File: config.mk
export PLATFORM = sky130hd
export DESIGN_NAME = fwd_hazard_unit
export DESIGN_NICKNAME = d
export VERILOG_FILES = /design/src/rtl/pipe_pkg.sv /design/src/rtl/fwd_select.sv /design/src/rtl/fwd_hazard_unit.sv
export SDC_FILE = /design/constraint.sdc
export NUM_CORES = 1
export LEC_CHECK = 0
export CAP_MARGIN = 15
export CORE_MARGIN = 3
export CORE_UTILIZATION = 35
export CTS_CLUSTER_SIZE = 20
export DETAILED_ROUTE_END_ITERATION = 7
export PLACE_DENSITY = 0.54
export SYNTH_ARGS = -nofsm -noshare
export SYNTH_HDL_FRONTEND = slang
export SYNTH_SLANG_ARGS = --single-unit
export TNS_END_PERCENT = 1
File: constraint.sdc
create_clock -name clk -period 2.64 [get_ports clk]
set_input_delay 0.792 -clock clk [delete_from_list [all_inputs] [get_ports clk]]
set_output_delay 0.792 -clock clk [all_outputs]
set_load 0.03 [all_outputs]
File: src/rtl/pipe_pkg.sv
// Shared definitions for the EX-stage forwarding / hazard logic.
//   FWD_* : operand-mux select encodings (11 is never driven)
//   REG_AW: register-address width
//   stage_t: destination info carried by a shadow pipeline stage
package pipe_pkg;

  localparam int REG_AW = 5;

  localparam logic [1:0] FWD_REG = 2'b00;  // register-file value
  localparam logic [1:0] FWD_MEM = 2'b01;  // EX/MEM ALU result
  localparam logic [1:0] FWD_WB  = 2'b10;  // MEM/WB write-back data

  typedef struct packed {
    logic              valid;
    logic [REG_AW-1:0] dest;
    logic              regwrite;
    logic              memread;
  } stage_t;

endpackage

File: src/rtl/fwd_select.sv
// Operand forwarding select for one EX operand.
//   src        : source register read by the instruction in EX
//   used       : operand is actually read (and EX holds a real instruction)
//   mem        : shadow MEM-stage entry
//   wb_valid, wb_dest, wb_regwrite : shadow WB-stage entry
//   sel        : 2-bit mux select (FWD_REG / FWD_MEM / FWD_WB)
// Purely combinational.
module fwd_select
  import pipe_pkg::*;
(
  input  logic [REG_AW-1:0] src,
  input  logic              used,
  input  stage_t            mem,
  input  logic              wb_valid,
  input  logic [REG_AW-1:0] wb_dest,
  input  logic              wb_regwrite,
  output logic [1:0]        sel
);

  logic nonzero;
  logic mem_hit;
  logic wb_hit;

  always_comb begin
    nonzero = (src != '0);
    // A load sitting in MEM has no value on the EX/MEM bus yet, so it cannot
    // forward from there; the WB entry is still allowed to match.
    mem_hit = used & nonzero & mem.valid & mem.regwrite & ~mem.memread &
              (mem.dest == src);
    wb_hit  = used & nonzero & wb_valid & wb_regwrite & (wb_dest == src);
    // The youngest producer (MEM) wins over WB.
    if (mem_hit)     sel = FWD_MEM;
    else if (wb_hit) sel = FWD_WB;
    else             sel = FWD_REG;
  end

endmodule

File: src/rtl/fwd_hazard_unit.sv
// Forwarding and load-use hazard unit for the 5-stage MIPS core.
// Keeps a shadow EX/MEM/WB pipeline of destination info and drives the
// selects of the two EX operand muxes, plus a one-cycle load-use stall.
//   clk, rst_n            : clock, asynchronous active-low reset
//   id_valid .. id_memread: decoded fields of the instruction in ID
//   flush                 : taken branch/jump in EX, kills the ID instruction
//   fwd_a_sel, fwd_b_sel  : EX operand A (rs) / B (rt) mux selects
//   stall                 : hold PC and IF/ID, bubble into EX
//   stall_count           : saturating count of stall cycles since reset
module fwd_hazard_unit
  import pipe_pkg::*;
#(
  parameter int REG_AW = pipe_pkg::REG_AW,
  parameter int CNT_W  = 16
) (
  input  logic              clk,
  input  logic              rst_n,
  input  logic              id_valid,
  input  logic [REG_AW-1:0] id_rs,
  input  logic [REG_AW-1:0] id_rt,
  input  logic              id_uses_rt,
  input  logic [REG_AW-1:0] id_dest,
  input  logic              id_regwrite,
  input  logic              id_memread,
  input  logic              flush,
  output logic [1:0]        fwd_a_sel,
  output logic [1:0]        fwd_b_sel,
  output logic              stall,
  output logic [CNT_W-1:0]  stall_count
);

  // Shadow EX stage: destination info plus the sources it reads.
  stage_t            ex_q;
  logic [REG_AW-1:0] ex_rs;
  logic [REG_AW-1:0] ex_rt;
  logic              ex_uses_rt;

  // Shadow MEM and WB stages.
  stage_t            mem_q;
  logic              wb_valid;
  logic [REG_AW-1:0] wb_dest;
  logic              wb_regwrite;

  logic load_in_ex;
  logic bubble;

  always_comb begin
    load_in_ex = ex_q.valid & ex_q.memread & ex_q.regwrite & (ex_q.dest != '0);
    // flush wins over the stall: the dependent instruction is being killed.
    stall  = id_valid & ~flush & load_in_ex &
             ((ex_q.dest == id_rs) | (id_uses_rt & (ex_q.dest == id_rt)));
    bubble = flush | stall | ~id_valid;
  end

  always_ff @(posedge clk or negedge rst_n) begin
    if (!rst_n) begin
      ex_q        <= '0;
      ex_rs       <= '0;
      ex_rt       <= '0;
      ex_uses_rt  <= 1'b0;
      mem_q       <= '0;
      wb_valid    <= 1'b0;
      wb_dest     <= '0;
      wb_regwrite <= 1'b0;
      stall_count <= '0;
    end else begin
      wb_valid    <= mem_q.valid;
      wb_dest     <= mem_q.dest;
      wb_regwrite <= mem_q.regwrite;
      mem_q       <= ex_q;
      if (bubble) begin
        ex_q       <= '0;
        ex_rs      <= '0;
        ex_rt      <= '0;
        ex_uses_rt <= 1'b0;
      end else begin
        ex_q       <= '{valid: 1'b1, dest: id_dest, regwrite: id_regwrite,
                        memread: id_memread};
        ex_rs      <= id_rs;
        ex_rt      <= id_rt;
        ex_uses_rt <= id_uses_rt;
      end
      if (stall && (stall_count != '1)) stall_count <= stall_count + 1'b1;
    end
  end

  fwd_select u_sel_a (
    .src         (ex_rs),
    .used        (ex_q.valid),
    .mem         (mem_q),
    .wb_valid    (wb_valid),
    .wb_dest     (wb_dest),
    .wb_regwrite (wb_regwrite),
    .sel         (fwd_a_sel)
  );

  fwd_select u_sel_b (
    .src         (ex_rt),
    .used        (ex_q.valid & ex_uses_rt),
    .mem         (mem_q),
    .wb_valid    (wb_valid),
    .wb_dest     (wb_dest),
    .wb_regwrite (wb_regwrite),
    .sel         (fwd_b_sel)
  );

endmodule

# [Word level (Yosys, flattened, before mapping)]
# Cells that the tools add are included.
# W data, S select, Z words.
[word_totals] out_inout_bits=21 reg_bits=50 inputBits=22
[classes] n_bitwise=30 n_mux=8 eq_ne=7 reduce_logical=4 add_sub_neg=1
[op_table] operator="$eq A5 B5 Y1" n=6
[op_table] operator="$and A1 B1 Y1" n=24
[op_table] operator="$add A16 B1 Y16 const B" n=1
[op_table] operator="$ne A16 B16 Y1 const B" n=1
[op_table] operator="$reduce_bool A5 Y1" n=3
[op_table] operator="$mux W5" n=2
[op_table] operator="$mux W2" n=4
[op_table] operator="$mux W8" n=1
[op_table] operator="$not A1 Y1" n=3
[op_table] operator="$or A1 B1 Y1" n=3
[op_table] operator="$logic_and A1 B1 Y1" n=1
[op_table] operator="$mux W1" n=1

# [Longest topological paths before layout]
[logic_depth] word_depth=8 depth_mapped=6 depth_no_buf=6

# [Modules after synthesis]
# A second synthesis with hierarchy kept.
[unflattened] hier_cells=193 area_unflattened_um2=2277.2
[modules_own_cells] module="fwd_hazard_unit" instances=1 cells_each=153 seq_area_each_um2=1251.2 area_each_um2=1966.9
[modules_own_cells] module="fwd_select" instances=2 cells_each=20 seq_area_each_um2=0.0 area_each_um2=155.1

# [Worst setup path after synthesis]
# OpenSTA, ideal clock, no wires.
[synth_path] kind="register to output" startpoint="reg ex_rt[0]" endpoint="out fwd_b_sel[1]" t_required_ns=1.848 n_path_buf=0 path_slack_ns=-0.034 stages_incl_launch_ff=5 t_arrival_ns=1.882 path_cell_list="dfrtp_1 -> or4_1 -> o211ai_1 -> nor4b_1 -> nor3_1"
[synth_via] elab_chain_len=7 elab_cells_between_ends=13
[synth_lines] item="start, declared" line="fwd_hazard_unit.sv:35" rtl="logic [REG_AW-1:0] ex_rt;"
[synth_lines] item="start signal, assigned" line="fwd_hazard_unit.sv:80" rtl="ex_rt <= id_rt;"
[synth_lines] item="$reduce_bool A5 Y1" line="fwd_select.sv:25" rtl="nonzero = (src != '0);"
[synth_lines] item="$and A1 B1 Y1 (4 in a row)" line="fwd_select.sv:28" rtl="mem_hit = used & nonzero & mem.valid & mem.regwrite & ~mem.memread &"
[synth_lines] item="$and A1 B1 Y1 *" line="fwd_select.sv:28"
[synth_lines] item="named net u_sel_b.mem_hit" line="fwd_select.sv:21" rtl="logic mem_hit;"
[synth_lines] item="$mux W2 *" line="fwd_select.sv:32" rtl="if (mem_hit) sel = FWD_MEM;"
[synth_lines] item="end, declared" line="fwd_hazard_unit.sv:27" rtl="output logic [1:0] fwd_b_sel,"
# Mark *: on every way through the listed nets, which the timed path passes. The rest lies on a longest branch.

# [Worst setup path in the final report]
[layout_path] startpoint="reg ex_rt[3]" endpoint="out fwd_b_sel[1]"
[layout_via] elab_chain_len=7 elab_cells_between_ends=13
[layout_lines] item="$reduce_bool A5 Y1" line="fwd_select.sv:25"
[layout_lines] item="$and A1 B1 Y1" line="fwd_select.sv:28, fwd_select.sv:30"
[layout_lines] item="$and A1 B1 Y1, on equally long branches (3 in a row)" line="fwd_select.sv:30, fwd_select.sv:28"
[layout_lines] item="$mux W2 or $and A1 B1 Y1 (tied branches)" line="fwd_select.sv:33, fwd_select.sv:28"
[layout_lines] item="$mux W2 *" line="fwd_select.sv:32"
# Mark *: on every way between the ends. The rest lies on a longest branch, timed or not.

==> flow_summary.json <==
{
  "outcome": "finished with violations",
  "violations": "negative setup slack",
  "htree_levels": 2,
  "worst_slack_ps": -57.50,
  "ant_nets": 0,
  "cts-hold-fix-buffers": 0,
  "diodes": 0,
  "dp_cells": 307,
  "clock_path_buffers": 2,
  "hold_end": "wb_valid",
  "syn_nets": 207,
  "place_congestion": 0.7522,
  "pwr_density_cell_nw_per_um2": 488.9,
  "setup_viol": 3,
  "drv_cap": 0,
  "min_from": "mem_q[7]",
  "drt_iter0_drc": 40,
  "worstMarginPinSlew_ps": 634.9,
  "ys_seq_area_share_pct": 55.07,
  "critPathLaunchType": "flip-flop",
  "synthArstFlopShare_pct": 100.0,
  "synth_enable_flop_cells": 0,
  "ir_drop_v": 0.0002763,
  "clock-root-buffer": "clkbuf_8",
  "vias": 1528,
  "hold_path_depth": 0,
  "r2r_cells": 6,
  "worstReg2RegEnd": "stall_count[14]",
  "yosysMostFrequentCell": "dfrtp_1",
  "drt-wirelength-per-cell_um": 14.47,
  "total_power_mw": 1.461,
  "synth.distinct_cells": 33,
  "hp-class": "flip-flop to flip-flop",
  "vias_per_cell": 4.790,
  "crit_type": "flip-flop to output pin",
  "cts_tree": "yes",
  "grt_max_degree": 28,
  "worstPathRequired_ps": 1850,
  "yosys.area.top_type_share_pct": 55.07,
  "cts_made_buffers": 5,
  "cp_cell_sequence": "or4_4 > o211ai_1 > nor4b_2 > nor3_2 > buf_4",
  "drive_gt1_share_pct": 18.85,
  "critPathSlowestCell": "or4_4",
  "fin_cells": 319,
  "drc_errors": 0,
  "grtUsageTotal_pct": 13.28,
  "netlist_area_um2": 2272,
  "start_util_pct": 37.27,
  "dieHeight_um": 86.57,
  "design.portCount": 43,
  "clkSinkCount": 50,
  "yosys-top-cells-count": "50 x dfrtp_1, 33 x xnor2_1, 19 x and2_1",
  "path_buf_inv": 1,
  "rsz0062_at_grt": "yes",
  "max_slew_margin_pct": 57.67,
  "cp-end-kind": "output pin",
  "critPathMaxFanout": 2,
  "synthCells": 184,
  "nFillCells": 587,
  "port_buffers": 42,
  "synth.avg_cell_area_um2": 12.35,
  "finalClockSkew_ps": 5.630,
  "p_leak_nw": 1.341,
  "overflow": 0,
  "rows": 28,
  "wl_um": 4617,
  "dieArea_um2": 7494,
  "max_freq_ghz": 0.3707,
  "grt_pass1_vias": 1613,
  "path_clk_slew_ps": 90,
  "ys_seq_elements": 50,
  "drtPass1Iterations": 4,
  "cp.arrival_ps": 1910,
  "clock_latency_ps": 300,
  "r2r_setup_slack_ps": 720,
  "pre_cts_ws_ps": -315.3,
  "period_needed_ps": 2697,
  "core_um2": 6096,
  "critical-path-top-delay-family": "simple AND/OR/NAND/NOR gates",
  "antenna_found_initial": 0,
  "drv_slew": 0,
  "max_stage_delay_ps": 540,
  "synth_area_leaders": "dfrtp_1 55%, xnor2_1 13%, and2_1 5.2%, xor2_1 4.2%, nand4_1 3.9%",
  "fin_crit_sh_pct": 102.2,
  "grt_pass1_wl_um": 7686,
  "nets": 266,
  "hold_violations": 0,
  "synth_flop_cell": "dfrtp_1",
  "dp_hpwl_um": 3499,
  "ys_warn_count": 0,
  "r2r_start": "ex_q[3]",
  "area_growth_pct": 31.50,
  "synth_top_area_cell": "dfrtp_1",
  "die_w_um": 86.57
}
==> through the flow <==
stage	hold slack [ps]	area (um^2)	utilization (%)	TNS (ps)
after floorplan	353.3	2277	-	-32.57
after global placement	359.9	2818	46.22	-441.6
after detailed placement	360.9	2818	46.22	-466.9
after CTS	381.5	2975	48.81	-162.6
after global routing	384.0	2988	49.01	-502.1
final	379.5	2988	49.01	-71.12
==> metal layers <==
layer	up-vias	GRT usage (%)	routed length, um
li1	746	-	-
met1	744	16.29	1952
met2	30	22.53	2411
met3	8	3.517	171
met4	0	4.674	81
met5	-	0	0
==> cell usage in the layout (no fill, tap or decap), types with 2 or more instances in the layout <==
cell	instances
dfrtp_1	50
xnor2_1	33
clkdlybuf4s50_1	24
and2_1	18
buf_4	16
nand4_1	14
dlygate4sd2_1	12
nand3_1	11
xor2_1	11
and3_1	5
clkbuf_8	5
nand2_1	4
nor4_2	3
nor2_1	3
inv_1	2
nor3_1	2
nor3_2	2
and4_1	2
buf_6	2
==> worst max-delay path by stage <==
stage | startpoint | to | slack [ps] | cells past startpoint
6_report | ex_rt[3] | fwd_b_sel[1] | -60 | 5
3_5_place_dp | id_rs[1] | stall | -320 | 6
3_3_place_gp | id_rs[1] | stall | -310 | 6
4_1_cts | ex_rt[3] | fwd_b_sel[1] | -90 | 5
2_1_floorplan | ex_rs[1] | fwd_a_sel[1] | -30 | 4
5_1_grt | ex_rt[3] | fwd_b_sel[1] | -180 | 5
==> layout make-up <==
type                            count  area, um^2  area share, %
Sequential cell                    50        1251          41.88
Multi-Input combinational cell    127        1017          34.05
Timing Repair Buffer               56       504.2          16.88
Tap cell                           75       93.84          3.141
Clock buffer                        6       72.57          2.429
Clock inverter                      2       37.54          1.256
Inverter                            3       11.26         0.3769
==> cell families (layout without fill, tap and decap cells) <==
group | count (synthesis) | count (layout) | share of synthesized area, %
buffers and inverters | 7 | 67 | 1.982
muxes | 2 | 2 | 1.156
and+or+nand+nor | 75 | 75 | 21.36
DFF | 50 | 50 | 55.07
xor gates and xnor gates | 44 | 44 | 16.96
AOI/OAI and AO/OA | 5 | 5 | 2.919
adders and majority gates | 1 | 1 | 0.5506
==> report_power, final <==
part	leakage (nW)	total (mW)	switching, mW	internal [mW]
clock	0.0514	0.527	0.245	0.283
combinational	0.611	0.128	0.0602	0.0675
sequential	0.679	0.806	0.0199	0.786
total	1.34	1.46	0.325	1.14
==> repair_timing <==
action,in CTS,in global routing
pin swaps,10,2
setup buffers,4,0
resized for setup,24,2
setup endpoints to repair,5,5
==> sequential cells by signal, summed over array words and instances, names as in the netlist <==
register and count:
stall_count 16, wb_valid 1, wb_regwrite 1, ex_q 8, ex_rs 5, ex_uses_rt 1
wb_dest 5, ex_rt 5, mem_q 8
No activity file was read; power rests on OpenSTA's default activity.
==> edit: new RTL, config.mk and constraints unchanged <==
Register the output `stall_count` once more, with the module's reset; this adds one clock of latency there. The other outputs are not delayed to match. Comments in the files are not updated.
--- a/src/rtl/fwd_hazard_unit.sv
+++ b/src/rtl/fwd_hazard_unit.sv
@@ -28,6 +28,8 @@
   output logic              stall,
   output logic [CNT_W-1:0]  stall_count
 );
+
+  logic [CNT_W-1:0] stall_count_s0;
 
   // Shadow EX stage: destination info plus the sources it reads.
   stage_t            ex_q;
@@ -62,7 +64,7 @@
       wb_valid    <= 1'b0;
       wb_dest     <= '0;
       wb_regwrite <= 1'b0;
-      stall_count <= '0;
+      stall_count_s0 <= '0;
     end else begin
       wb_valid    <= mem_q.valid;
       wb_dest     <= mem_q.dest;
@@ -80,7 +82,7 @@
         ex_rt      <= id_rt;
         ex_uses_rt <= id_uses_rt;
       end
-      if (stall && (stall_count != '1)) stall_count <= stall_count + 1'b1;
+      if (stall && (stall_count_s0 != '1)) stall_count_s0 <= stall_count_s0 + 1'b1;
     end
   end
 
@@ -104,5 +106,13 @@
     .sel         (fwd_b_sel)
   );
 
+  always_ff @(posedge clk or negedge rst_n) begin
+    if (!rst_n) begin
+      stall_count <= '0;
+    end else begin
+      stall_count <= stall_count_s0;
+    end
+  end
+
 endmodule
 
Behaviour: not the same (Yosys sat finds a counterexample within 4 cycles, from zero or initial values and one cycle with rst_n low).
==> edit against the unedited design <==
The flow still finishes with violations (negative setup slack); sequential cell count increased by 16; design area is 16% higher; synthesized area is 13% higher; non-clock buffer count grew 5; worst setup slack worse by 0.050 ns; synthesized cell count rose by 7.1%; register-to-register slack got worse by 0.19 ns; wire length rose by 6.0%; core utilization increased by 0.43 points; power is 34% higher; critical path type unchanged.
==> edit: results (changes against the unedited design) <==
Clocking
  – Postcts setup bufs: 5 (+1)
  – Clock Pin Slew Worst Setup and Hold Paths: 0.07 ns (-0.02 ns)

Placed design
  – Post-DP Area: 3190 um2 (+13%)
  – Cell Count Post-Placement: 344 (+12%)

Final layout
  – Layout Nets: 288 (+8.3%)
  – Clock buffers: 11 (+5)
  – Share of layout cells above drive strength 1: 21.9% (+3.0 points)
  – Largest regs: stall_count (16), stall_count_s0 (16)
  – Non-clk buf share: 15.8% (-1.1 points)
  – Fin util: 49.4% (+0.43 points)
  – Multi-input gate area: 937 um2 (-7.9%)
  – Comb_multi_in: 124 (-2.4%)
  – Sequential cell area share: 47.8% (+6.0 points)

Detailed routing
  – Initial drt markers: 74 (+85%)
  – Via count: 1,627 (+6.5%)
  – WL final: 4.89 mm (+6.0%)

Status
  – Status: finished with violations
  – Failing checks: negative setup slack

Timing
  – Worst setup margin: -0.107 ns (-0.0497 ns)
  – Worst slew margin: 62.3% (+4.6 points)
  – Final setup violation count: 4 (+1)

Global route
  – GRT Overall Usage: 12.9% (-0.42 points)

Pwr
  – Power share of the clock group: 40.1% (+4.0 points)
  – Pint: 1.53 mW (+35%)

Synthesis
  – Seq/Total Area, Yosys: 64.1% (+9.0 points)
[edit: path summary, 6_finish.rpt]
path / from / end / slack (ns) / cells past startpoint
hold / removal: mem_q[7] / wb_valid / 0.38 / 0
max in group asynchronous: rst_n / ex_rs[4] / 1.42 / 2
min in group asynchronous: rst_n / stall_count[12] / 0.46 / 1
hold reg to reg: mem_q[7] / wb_valid / 0.38 / 0
setup reg to reg: ex_q[4] / stall_count_s0[1] / 0.53 / 7
setup / recovery: ex_rt[0] / fwd_b_sel[1] / -0.11 / 5
[edit: cell families (layout without fill, tap and decap cells)]
kind of cell	count (synthesis)	after routing
buffers and inverters	7	80
AND/OR/NAND/NOR	73	73
flip-flops	66	66
AO/OA/AOI/OAI	4	4
XOR/XNOR	43	43
multiplexers	3	3
adder cells (fa/ha/maj)	1	1
[edit: routing by layer]
metal  global-route usage, %  part of all wire [%]
met4                    5.94                   1.3
met3                    3.86                   2.8
met5                       0                     0
met1                    16.9                    47
met2                    19.5                    49
